## src/rtl/uart_bcd_digit_loader.sv

```systemverilog
// UART 8N1 receiver feeding the two-digit display path. ASCII digits shift
// into a tens/units BCD pair, 'C'/'c' clears both digits, and CR/LF are
// accepted silently. Every other correctly framed byte raises char_err.
`timescale 1ns/1ps
module uart_bcd_digit_loader #(
  parameter int CLK_FREQ     = 50_000_000,
  parameter int BAUD         = 9600,
  parameter int PAYLOAD_BITS = 8
) (
  input  logic       clk,
  input  logic       rst,
  input  logic       rx,
  output logic [3:0] dig1_bits,
  output logic [3:0] dig0_bits,
  output logic       update,
  output logic [7:0] rx_byte,
  output logic       rx_valid,
  output logic       frame_err,
  output logic       char_err
);

  localparam int CLKS_PER_BIT = CLK_FREQ / BAUD;
  localparam int CNT_W        = (CLKS_PER_BIT > 1) ? $clog2(CLKS_PER_BIT) : 1;
  localparam logic [CNT_W-1:0] BIT_LAST  = CNT_W'(CLKS_PER_BIT - 1);
  localparam logic [CNT_W-1:0] HALF_LAST = CNT_W'(CLKS_PER_BIT / 2 - 1);
  localparam logic [2:0]       IDX_LAST  = 3'(PAYLOAD_BITS - 1);

  typedef enum logic [2:0] {
    S_IDLE,
    S_START,
    S_DATA,
    S_STOP,
    S_RECOVER
  } state_t;

  state_t           state_q;
  logic [CNT_W-1:0] bit_cnt_q;
  logic [2:0]       idx_q;
  logic [7:0]       shift_q;
  logic             rx_m_q;
  logic             rx_s_q;

  logic [3:0]       dig1_q;
  logic [3:0]       dig0_q;
  logic [7:0]       rx_byte_q;
  logic             rx_valid_q;
  logic             update_q;
  logic             frame_err_q;
  logic             char_err_q;

  logic [3:0]       dig1_d;
  logic [3:0]       dig0_d;
  logic             update_d;
  logic             char_err_d;

  // Two-flop synchronizer; resets to the idle-high line level so a reset never looks like a start bit
  always_ff @(posedge clk or negedge rst) begin
    if (!rst) begin
      rx_m_q <= 1'b1;
      rx_s_q <= 1'b1;
    end else begin
      rx_m_q <= rx;
      rx_s_q <= rx_m_q;
    end
  end

  // Character decode of the fully assembled byte; only committed when the stop bit is good
  always_comb begin
    dig1_d     = dig1_q;
    dig0_d     = dig0_q;
    update_d   = 1'b0;
    char_err_d = 1'b0;
    if (shift_q >= 8'h30 && shift_q <= 8'h39) begin
      dig1_d   = dig0_q;
      dig0_d   = shift_q[3:0];
      update_d = 1'b1;
    end else if (shift_q == 8'h43 || shift_q == 8'h63) begin
      dig1_d   = 4'd0;
      dig0_d   = 4'd0;
      update_d = 1'b1;
    end else if (shift_q == 8'h0D || shift_q == 8'h0A) begin
      update_d = 1'b0;
    end else begin
      char_err_d = 1'b1;
    end
  end

  // Receive FSM with registered digit/byte outputs and single-cycle status pulses
  always_ff @(posedge clk or negedge rst) begin
    if (!rst) begin
      state_q     <= S_IDLE;
      bit_cnt_q   <= '0;
      idx_q       <= '0;
      shift_q     <= '0;
      dig1_q      <= '0;
      dig0_q      <= '0;
      rx_byte_q   <= '0;
      rx_valid_q  <= 1'b0;
      update_q    <= 1'b0;
      frame_err_q <= 1'b0;
      char_err_q  <= 1'b0;
    end else begin
      rx_valid_q  <= 1'b0;
      update_q    <= 1'b0;
      frame_err_q <= 1'b0;
      char_err_q  <= 1'b0;
      case (state_q)
        S_IDLE: begin
          bit_cnt_q <= '0;
          if (!rx_s_q) state_q <= S_START;
        end
        S_START: begin
          // Re-check mid start bit so short low glitches are dropped silently
          if (bit_cnt_q == HALF_LAST) begin
            bit_cnt_q <= '0;
            idx_q     <= '0;
            state_q   <= rx_s_q ? S_IDLE : S_DATA;
          end else begin
            bit_cnt_q <= bit_cnt_q + 1'b1;
          end
        end
        S_DATA: begin
          if (bit_cnt_q == BIT_LAST) begin
            bit_cnt_q <= '0;
            shift_q   <= {rx_s_q, shift_q[7:1]};
            if (idx_q == IDX_LAST) state_q <= S_STOP;
            else                   idx_q   <= idx_q + 1'b1;
          end else begin
            bit_cnt_q <= bit_cnt_q + 1'b1;
          end
        end
        S_STOP: begin
          if (bit_cnt_q == BIT_LAST) begin
            bit_cnt_q <= '0;
            if (rx_s_q) begin
              rx_byte_q  <= shift_q;
              rx_valid_q <= 1'b1;
              dig1_q     <= dig1_d;
              dig0_q     <= dig0_d;
              update_q   <= update_d;
              char_err_q <= char_err_d;
              state_q    <= S_IDLE;
            end else begin
              // Bad stop bit: drop the byte and wait out any break condition
              frame_err_q <= 1'b1;
              state_q     <= S_RECOVER;
            end
          end else begin
            bit_cnt_q <= bit_cnt_q + 1'b1;
          end
        end
        S_RECOVER: begin
          if (rx_s_q) state_q <= S_IDLE;
        end
        default: state_q <= S_IDLE;
      endcase
    end
  end

  assign dig1_bits = dig1_q;
  assign dig0_bits = dig0_q;
  assign update    = update_q;
  assign rx_byte   = rx_byte_q;
  assign rx_valid  = rx_valid_q;
  assign frame_err = frame_err_q;
  assign char_err  = char_err_q;

endmodule
```

## config.mk

```make
export PLATFORM = sky130hd
export DESIGN_NAME = uart_bcd_digit_loader
export DESIGN_NICKNAME = d
export VERILOG_FILES = /design/src/rtl/uart_bcd_digit_loader.sv
export SDC_FILE = /design/constraint.sdc
export NUM_CORES = 1
export LEC_CHECK = 0
export ABC_AREA = 1
export CAP_MARGIN = 20
export CORE_MARGIN = 2
export CORE_UTILIZATION = 50
export DETAILED_ROUTE_END_ITERATION = 10
export GPL_ROUTABILITY_DRIVEN = 0
export GPL_TIMING_DRIVEN = 0
export PLACE_DENSITY_LB_ADDON = 0.25
export SLEW_MARGIN = 20
export SYNTH_ARGS = -nofsm -noshare
export SYNTH_HDL_FRONTEND = slang
export SYNTH_SLANG_ARGS = --single-unit
```

## constraint.sdc

```tcl
create_clock -name clk -period 2.15 [get_ports clk]
set_input_delay 0.43 -clock clk [delete_from_list [all_inputs] [get_ports clk]]
set_output_delay 0.43 -clock clk [all_outputs]
set_load 0.02 [all_outputs]
```

==> flow_summary.yaml, run 1 <==
outcome:
  status: "finished, final reports clean"
floorplan:
  die_y_um: 74.8
  ios: 23
  die_area_sq_mm: 0.00559
  dieWidth_um: 74.8
  num_rows: 25
  initial_core_util_pct: 52.4
  coreArea_sq_mm: 0.00479
clocking:
  postCtsSetupBuffers: 0
  cts_tree: "yes"
  holdBufCountCts: 0
  clock_sink_count: 49
  clockBufferDepth: 2
  cts-resized-gates: 0
  numCtsBuffers: 5
  cts.clk_slew.worst_paths_ns: 0.09
  cts_max_level: 2
  cts-root-buf: "clkbuf_8"
  clkLatencyLatePin_ns: 0.30
routing:
  drt_wl_total_um: 4660
  vias: 1975
  viasPerCell: 4.88
  drc_errors: 0
  drt_pre_antenna_iters: 4
  wl_per_cell_um: 11.5
  first_iter_violations: 72
  ant_nets: 0
job:
  cap_violations: 0
logic_synthesis:
  synth.avg_cell_area_sq_um: 8.16
  postSynthCellCount: 307
  ys_types: 29
  syn_area_sq_mm: 0.00251
  synth_nets: 313
  yosysWarnings: 0
  synth-seq-cells: 49
  synth-seq-area-share_pct: 49.0
timing:
  rsz0062_at_grt: "no"
  finalHoldViolCount: 0
  slew_headroom_pct: 72.4
  fmax_mhz: 576
  fin_worst_skew_ns: 0.0110
  fin_crit_sh_pct: 80.8
  period_needed_ns: 1.74
  worst_pin_slew_ns: 0.414
  slew_viol_final: 0
  setup_viol_count_final: 0
global_routing:
  grt_pass1_vias: 1807
  grt_max_degree: 33
  grt.overflow.total: 0
  grt_usage_pct: 18.8
  antenna_found_initial: 0
  grt_pass1_wl_um: 8030
worst_setup_path:
  cp-start-kind: "flop"
  cp_max_fo: 3
  critPathTopFamily: "buffers and inverters"
  cp_slowest_cell: "clkdlybuf4s50_1"
  path_cells: "clkdlybuf4s50_1"
  critPathMaxStageDelay_ns: 0.62
  required_ns: 1.72
  arrival_ns: 1.31
  worst-path-buf-inv: 1
  critPathCaptureType: "output pin"
  crit_type: "flop to output pin"
pwr:
  intPower_mw: 1.31
  pwr-share-clk_pct: 42.0
  p_seq_share_pct: 56.5
  power.total_mw: 1.64
  switchingPower_mw: 0.329
  p_leak_nw: 1.46
  power.density_mw_per_mm2: 556
  vdd.ir_drop.worst_uv: 433
  pwr-share-comb_pct: 1.5
  sw_frac_of_total_pct: 20.1
finish:
  drive_gt1_share_pct: 15.1
  nNetsFinal: 343
  n_antenna_cell: 0
  fin_area_sq_mm: 0.00295
  final_cell_mix: "nand2_1 (96), dfrtp_1 (47), inv_1 (34), nor2_1 (29), clkdlybuf4s50_1 (21)"
  final_common_cell: "nand2_1"
  area_growth_pct: 17.5
  final_util_pct: 61.5
placement:
  port_buffers: 22
  post-dp-hpwl_um: 3470
  placed_cell_area_sq_mm: 0.00283
hold_path:
  hold_class: "input pin to async pin"
==> worst paths after layout <==
check                           endpoint  slack, ns  cells after the start         start
max                         dig0_bits[3]       0.41                      1  dig0_bits[3]
max reg2reg                 dig1_bits[3]       0.46                     10  bit_cnt_q[0]
min                         bit_cnt_q[2]       0.05                      1           rst
max in group asynchronous  bit_cnt_q[11]       1.60                      2           rst
min in group clk                  rx_s_q       0.36                      0        rx_m_q
min reg2reg                       rx_s_q       0.36                      0        rx_m_q
==> area by class of cell <==
class | count | area [sq um]
Buffer | 4 | 35.0
Clock inverter | 2 | 37.5
Inverter | 43 | 169
Multi-Input combinational cell | 211 | 1070
Fill cell | 434 | 1840
Timing Repair Buffer | 23 | 235
Clock buffer | 6 | 82.6
Sequential cell | 49 | 1230
Tap cell | 67 | 83.8
==> registers in the layout, indices dropped and copies added, names as in the netlist <==
signal	cells
bit_cnt_q	13
shift_q	8
rx_valid	1
frame_err	1
state_q	3
char_err	1
idx_q	3
rx_m_q	1
dig0_bits	4
rx_byte	8
dig1_bits	4
rx_s_q	1
update	1
==> synth_stat cells (all sizes together) <==
cell | instances | area (sq um)
dfrtp | 47 | 1180
nand3 | 22 | 128
clkinv | 1 | 8.76
o21ai | 24 | 154
dfstp | 2 | 52.6
inv | 42 | 160
nor3 | 5 | 25.0
nand2 | 102 | 413
buf | 4 | 35.0
nand4 | 8 | 50.1
ha | 3 | 37.5
a21oi | 1 | 5.00
and2 | 1 | 6.26
o2111ai | 1 | 8.76
xor2 | 6 | 52.6
nor2 | 38 | 194
==> power by group through the flow <==
| stage | Combinational (mW) | Sequential [mW] | Clock [mW] |
|---|---|---|---|
| final | 0.0251 | 0.926 | 0.687 |
| after global routing | 0.0304 | 0.926 | 0.737 |
| after CTS | 0.0270 | 0.926 | 0.705 |
| after detailed placement | 0.0269 | 0.944 | 0 |
| after global placement | 0.0236 | 0.944 | 0 |
| after floorplan | 0.00153 | 0.944 | 0 |
==> cell families (layout without fill, tap and decap cells) <==
kind of cell               Yosys count  after routing  synth area share [%]
and+or+nand+nor                    176            176                  32.6
buffers and inverters               47             78                  8.14
AOI/OAI and AO/OA                   26             26                  6.69
DFF                                 49             49                  49.0
xor gates and xnor gates             6              6                  2.10
adders and majority gates            3              3                  1.50
==> stage by stage <==
| step | std cells | hold slack (ns) | setup WS [ns] | setup TNS, ns |
|---|---|---|---|---|
| after global placement | 396 | 0.346 | -0.746 | -35.35 |
| after floorplan | 307 | 0.134 | 0.668 | 0 |
| after detailed placement | 397 | 0.348 | 0.461 | 0 |
| after CTS | 405 | 0.0576 | 0.400 | 0 |
| after global routing | 405 | 0.0724 | 0.276 | 0 |
| final | 405 | 0.0454 | 0.413 | 0 |
==> per-layer routing <==
layer | track usage (%) | vias up | share of wire (%)
li1 | - | 1023 | -
met1 | 25.9 | 923 | 48
met2 | 30.2 | 25 | 48
met3 | 3.75 | 4 | 3.1
met4 | 5.75 | 0 | 0.84
met5 | 0 | - | 0
(Power assumes the default switching activity.)
==> run 2: changes to the inputs <==
Clock period 2.15 ns to 1.45 ns, I/O delays scaled along.
==> flow_summary.yaml, run 2 (synthesis gave the netlist of run 1 again) <==
global_routing:
  grt_use_met2_pct: 36.0
  antenna_found_initial: 0
  use_met1_pct: 28.6
  use_met3_pct: 4.15
  grt_pass1_wl_um: 9230
  gr-max-usage-layer: "met2"
  grt.overflow.total: 0
  grt_pass1_vias: 2102
  grt_max_degree: 32
  grt_usage_pct: 21.6
timing:
  finalHoldViolCount: 0
  slew_headroom_pct: 69.4
  period_needed_ns: 1.60
  slew_viol_final: 0
  setup_viol_count_final: 39
  fin_ws_ns: -0.145
  fin_worst_skew_ns: 0.0103
  fmax_mhz: 627
  fin_crit_sh_pct: 110
  rsz0062_at_grt: "yes"
  worst_pin_slew_ns: 0.459
floorplan:
  num_rows: 25
  ios: 23
  coreArea_sq_mm: 0.00479
  initial_core_util_pct: 52.4
  dieWidth_um: 74.8
  die_area_sq_mm: 0.00559
  die_y_um: 74.8
clocking:
  cts_max_level: 2
  clock_sink_count: 49
  cts_tree: "yes"
  numCtsBuffers: 5
  cts-root-buf: "clkbuf_8"
  cts.clk_slew.worst_paths_ns: 0.09
  clkLatencyLatePin_ns: 0.31
  clockBufferDepth: 2
worst_setup_path:
  cp-start-kind: "flop"
  cp_max_fo: 6
  crit_type: "flop to flop"
  required_ns: 1.70
  arrival_ns: 1.85
  critPathCaptureType: "flop"
finish:
  largest_register_ffs: 13
  final_cell_mix: "nand2_1 (66), dfrtp_1 (46), inv_1 (31), buf_4 (25), nand2_2 (24)"
  drive_gt1_share_pct: 38.4
  nNetsFinal: 383
  largest-register: "bit_cnt_q"
  fillers: 323
  fin_area_sq_mm: 0.00359
  final_common_cell: "nand2_1"
  area_growth_pct: 43.3
  n_antenna_cell: 0
pwr:
  power.density_mw_per_mm2: 624
  power.total_mw: 2.24
  vdd.ir_drop.worst_uv: 513
  p_leak_nw: 1.80
routing:
  drc_errors: 0
  viasPerCell: 5.18
  ant_nets: 0
  wl_per_cell_um: 14.3
  first_iter_violations: 211
  drt_wl_total_um: 6370
  vias: 2305
  drt_pre_antenna_iters: 4
outcome:
  status: "finished, violations left"
  violations: "setup timing"
placement:
  dp_worst_setup_slack_ns: -0.201
  placed_cell_area_sq_mm: 0.00283
  port_buffers: 22
  post-dp-hpwl_um: 3460
job:
  cap_violations: 0
hold_path:
  hold_class: "flop to flop"
## run 2: cell types whose count changed in the layout (fill, tap and decap cells not counted), sizes merged
| cell | previous run | this run |
|---|---|---|
| buf | 6 | 43 |
| bufinv | 1 | 0 |
| clkdlybuf4s50 | 21 | 1 |
| clkinvlp | 1 | 2 |
| dlygate4sd2 | 0 | 20 |
| dlygate4sd3 | 0 | 1 |
| nand2 | 102 | 104 |
## run 2: worst paths after layout
| check | startpoint | endpoint | slack (ns) | cells after the start |
|---|---|---|---|---|
| setup / recovery | bit_cnt_q[3] | dig0_bits[3] | -0.15 | 10 |
| hold / removal | rx_m_q | rx_s_q | 0.36 | 0 |
| setup reg to reg | bit_cnt_q[3] | dig0_bits[3] | -0.15 | 10 |
| hold reg to reg | rx_m_q | rx_s_q | 0.36 | 0 |
| max in group asynchronous | rst | rx_byte[0] | 0.48 | 3 |
| min in group asynchronous | rst | bit_cnt_q[2] | 0.46 | 2 |
## run 2: timing repair
item / CTS / global route
gates cloned: 4 / 1
resized for setup: 70 / 51
hold endpoints to repair: 16 / 0
pin swaps: 21 / 21
hold buffers: 1 / 0
buffers inserted: 19 / 15
setup endpoints to repair: 65 / 46
## run 2: area by class of cell
type | instances | area [sq um] | area share [%]
Tap cell | 67 | 83.8 | 2.33
Inverter | 43 | 181 | 5.05
Clock inverter | 2 | 15.0 | 0.418
Sequential cell | 49 | 1230 | 34.3
Clock buffer | 6 | 72.6 | 2.02
Buffer | 4 | 53.8 | 1.50
Timing Repair Buffer | 61 | 576 | 16.0
Multi-Input combinational cell | 213 | 1380 | 38.4
## run 2: report_power, final
part	switching (mW)	leakage (nW)	internal [mW]
Sequential	0.00328	0.661	1.37
Combinational	0.0294	1.10	0.0114
Clock	0.484	0.0374	0.341
## run 2: critical path, cell delays in order (launching register included)
cell      delay (ns)
dfrtp_1         0.43
inv_2           0.11
nand2_1         0.10
nor2_4          0.15
nand2_2         0.09
nor2_4          0.18
nand2_8         0.13
clkinv_8        0.11
buf_8           0.12
nand3_2         0.06
nand2_1         0.07
## run 2: metrics by stage
stage	hold slack [ns]	setup TNS [ns]	utilization, %	cells
global route	0.368	-6.23	75.0	445
floorplan	-0.00559	-0.0773	-	307
detailed placement	0.261	-4.97	59.2	397
finish	0.358	-2.87	75.0	445
CTS	0.360	-0.834	69.2	429
global placement	0.346	-68.29	58.9	396
## run 2: layer usage
metal / routed length [um] / vias up
met3: 252 / 21
met1: 2800 / 1105
met2: 3160 / 72
li1: - / 1107
met4: 152 / 0
met5: 0 / -
==> run 3: changes to the inputs <==
Settings changed: CORE_UTILIZATION 50 to 25.
==> flow_summary.yaml, run 3 (synthesis gave the netlist of run 1 again) <==
global_routing:
  antenna_found_initial: 0
  grt.overflow.total: 0
  grt_pass1_wl_um: 9830
  grt_max_degree: 50
  grt_pass1_vias: 2020
  grt_usage_pct: 11.0
placement:
  dp_worst_setup_slack_ns: -0.228
  placedCellCount: 462
  port_buffers: 22
  post-dp-hpwl_um: 3640
  placed_cell_area_sq_mm: 0.00290
finish:
  nNetsFinal: 367
  largest-register: "bit_cnt_q"
  n_antenna_cell: 0
  area_growth_pct: 40.6
  final_cells: 495
  final_common_cell: "nand2_1"
  fin_area_sq_mm: 0.00352
  final_cell_mix: "nand2_1 (67), dfrtp_1 (47), inv_1 (33), nand2_2 (27), nor2_1 (23)"
  largest_register_ffs: 13
  drive_gt1_share_pct: 35.1
clocking:
  clkLatencyLatePin_ns: 0.31
  cts.clk_slew.worst_paths_ns: 0.10
  cts-root-buf: "clkbuf_8"
  clockBufferDepth: 2
  numCtsBuffers: 5
  cts_max_level: 2
  cts_tree: "yes"
  holdBufCountCts: 0
  clock_sink_count: 49
timing:
  fin_ws_ns: -0.111
  setup-tns-final_ns: -1.83
  slew_viol_final: 0
  setup_viol_count_final: 34
  period_needed_ns: 1.56
  fin_worst_skew_ns: 0.0128
  fin_crit_sh_pct: 108
  rsz0062_at_grt: "yes"
  fmax_mhz: 641
  hold_slack_ns: -0.00336
  finalHoldViolCount: 9
  slew_headroom_pct: 57.7
  worst_pin_slew_ns: 0.635
outcome:
  status: "finished, violations left"
  violations: "hold timing, setup timing"
worst_setup_path:
  cp_max_fo: 8
  reg2reg_from: "bit_cnt_q[5]"
  arrival_ns: 1.76
  crit_type: "flop to flop"
  cp-start-kind: "flop"
  cp-startpoint: "bit_cnt_q[5]"
  required_ns: 1.65
  critPathCaptureType: "flop"
routing:
  viasPerCell: 4.20
  first_iter_violations: 82
  drt_wl_total_um: 5940
  drc_errors: 0
  wl_per_cell_um: 12.0
  drt_pre_antenna_iters: 4
  vias: 2080
  ant_nets: 0
pwr:
  vdd.ir_drop.worst_uv: 312
  power.density_mw_per_mm2: 698
  p_leak_nw: 1.75
floorplan:
  num_rows: 36
  dieWidth_um: 104
  coreArea_sq_mm: 0.00977
  ios: 23
  die_y_um: 104
  initial_core_util_pct: 25.6
  die_area_sq_mm: 0.0108
job:
  cap_violations: 0
hold_path:
  hold_class: "input pin to async pin"
-- run 3: changes by cell type in the layout (fill, tap and decap cells not counted), moves of 2 or more --
| cell | change |
|---|---|
| inv_1 | +2 |
| nand3_2 | -2 |
| inv_2 | -2 |
| nand3_1 | +2 |
| buf_4 | -12 |
| buf_12 | -2 |
| nand2_2 | +3 |
| nand2_4 | -3 |
-- run 3: timing repair --
item	4_1_cts	5_1_grt
endpoints found under the setup margin	65	47
pin swaps	25	18
setup buffers	17	4
gates cloned	5	0
resized for setup	59	46
-- run 3: cell type report --
cell class	instances	area, sq um
Clock buffer	6	82.6
Fill cell	1015	6250
Sequential cell	49	1230
Timing Repair Buffer	45	435
Inverter	43	179
Clock inverter	2	37.5
Tap cell	133	166
Multi-Input combinational cell	213	1350
Buffer	4	45.0
-- run 3: power breakdown --
part	internal (mW)	switching [mW]
registers	1.37	0.00305
logic	0.00500	0.0290
clock network	0.562	0.491
-- run 3: worst paths after layout --
| kind | end | slack, ns | depth (start not counted) |
|---|---|---|---|
| min | bit_cnt_q[10] | -0.003 | 1 |
| min in group clk | rx_s_q | 0.36 | 0 |
| max reg2reg | dig1_bits[0] | -0.11 | 10 |
| min reg2reg | rx_s_q | 0.36 | 0 |
| max | dig1_bits[0] | -0.11 | 10 |
| max in group asynchronous | state_q[2] | 1.02 | 1 |
-- run 3: critical path, stage by stage (launching register included) --
cell	delay [ns]
dfrtp_1	0.43
inv_1	0.11
nand2_2	0.09
nor2_4	0.16
nand2_2	0.08
nor2_4	0.17
nand2_8	0.12
clkinv_8	0.10
nand2_4	0.07
nand2_1	0.07
nand2_1	0.05
-- run 3: layer usage --
metal  track usage, %  vias to the layer above  part of all wire, %
met5                0                        -                    0
met1             15.7                      970                   50
met2             16.8                       29                   47
met4             3.09                        0                 0.77
li1                 -                     1075                    -
met3             2.13                        6                  2.6
-- run 3: stage by stage --
| step | utilization, % | total power [mW] |
|---|---|---|
| 2_1_floorplan | - | 1.40 |
| 3_3_place_gp | 29.7 | 1.44 |
| 3_5_place_dp | 29.7 | 1.44 |
| 4_1_cts | 34.3 | 2.49 |
| 5_1_grt | 36.0 | 2.53 |
| 6_report | 36.0 | 2.46 |
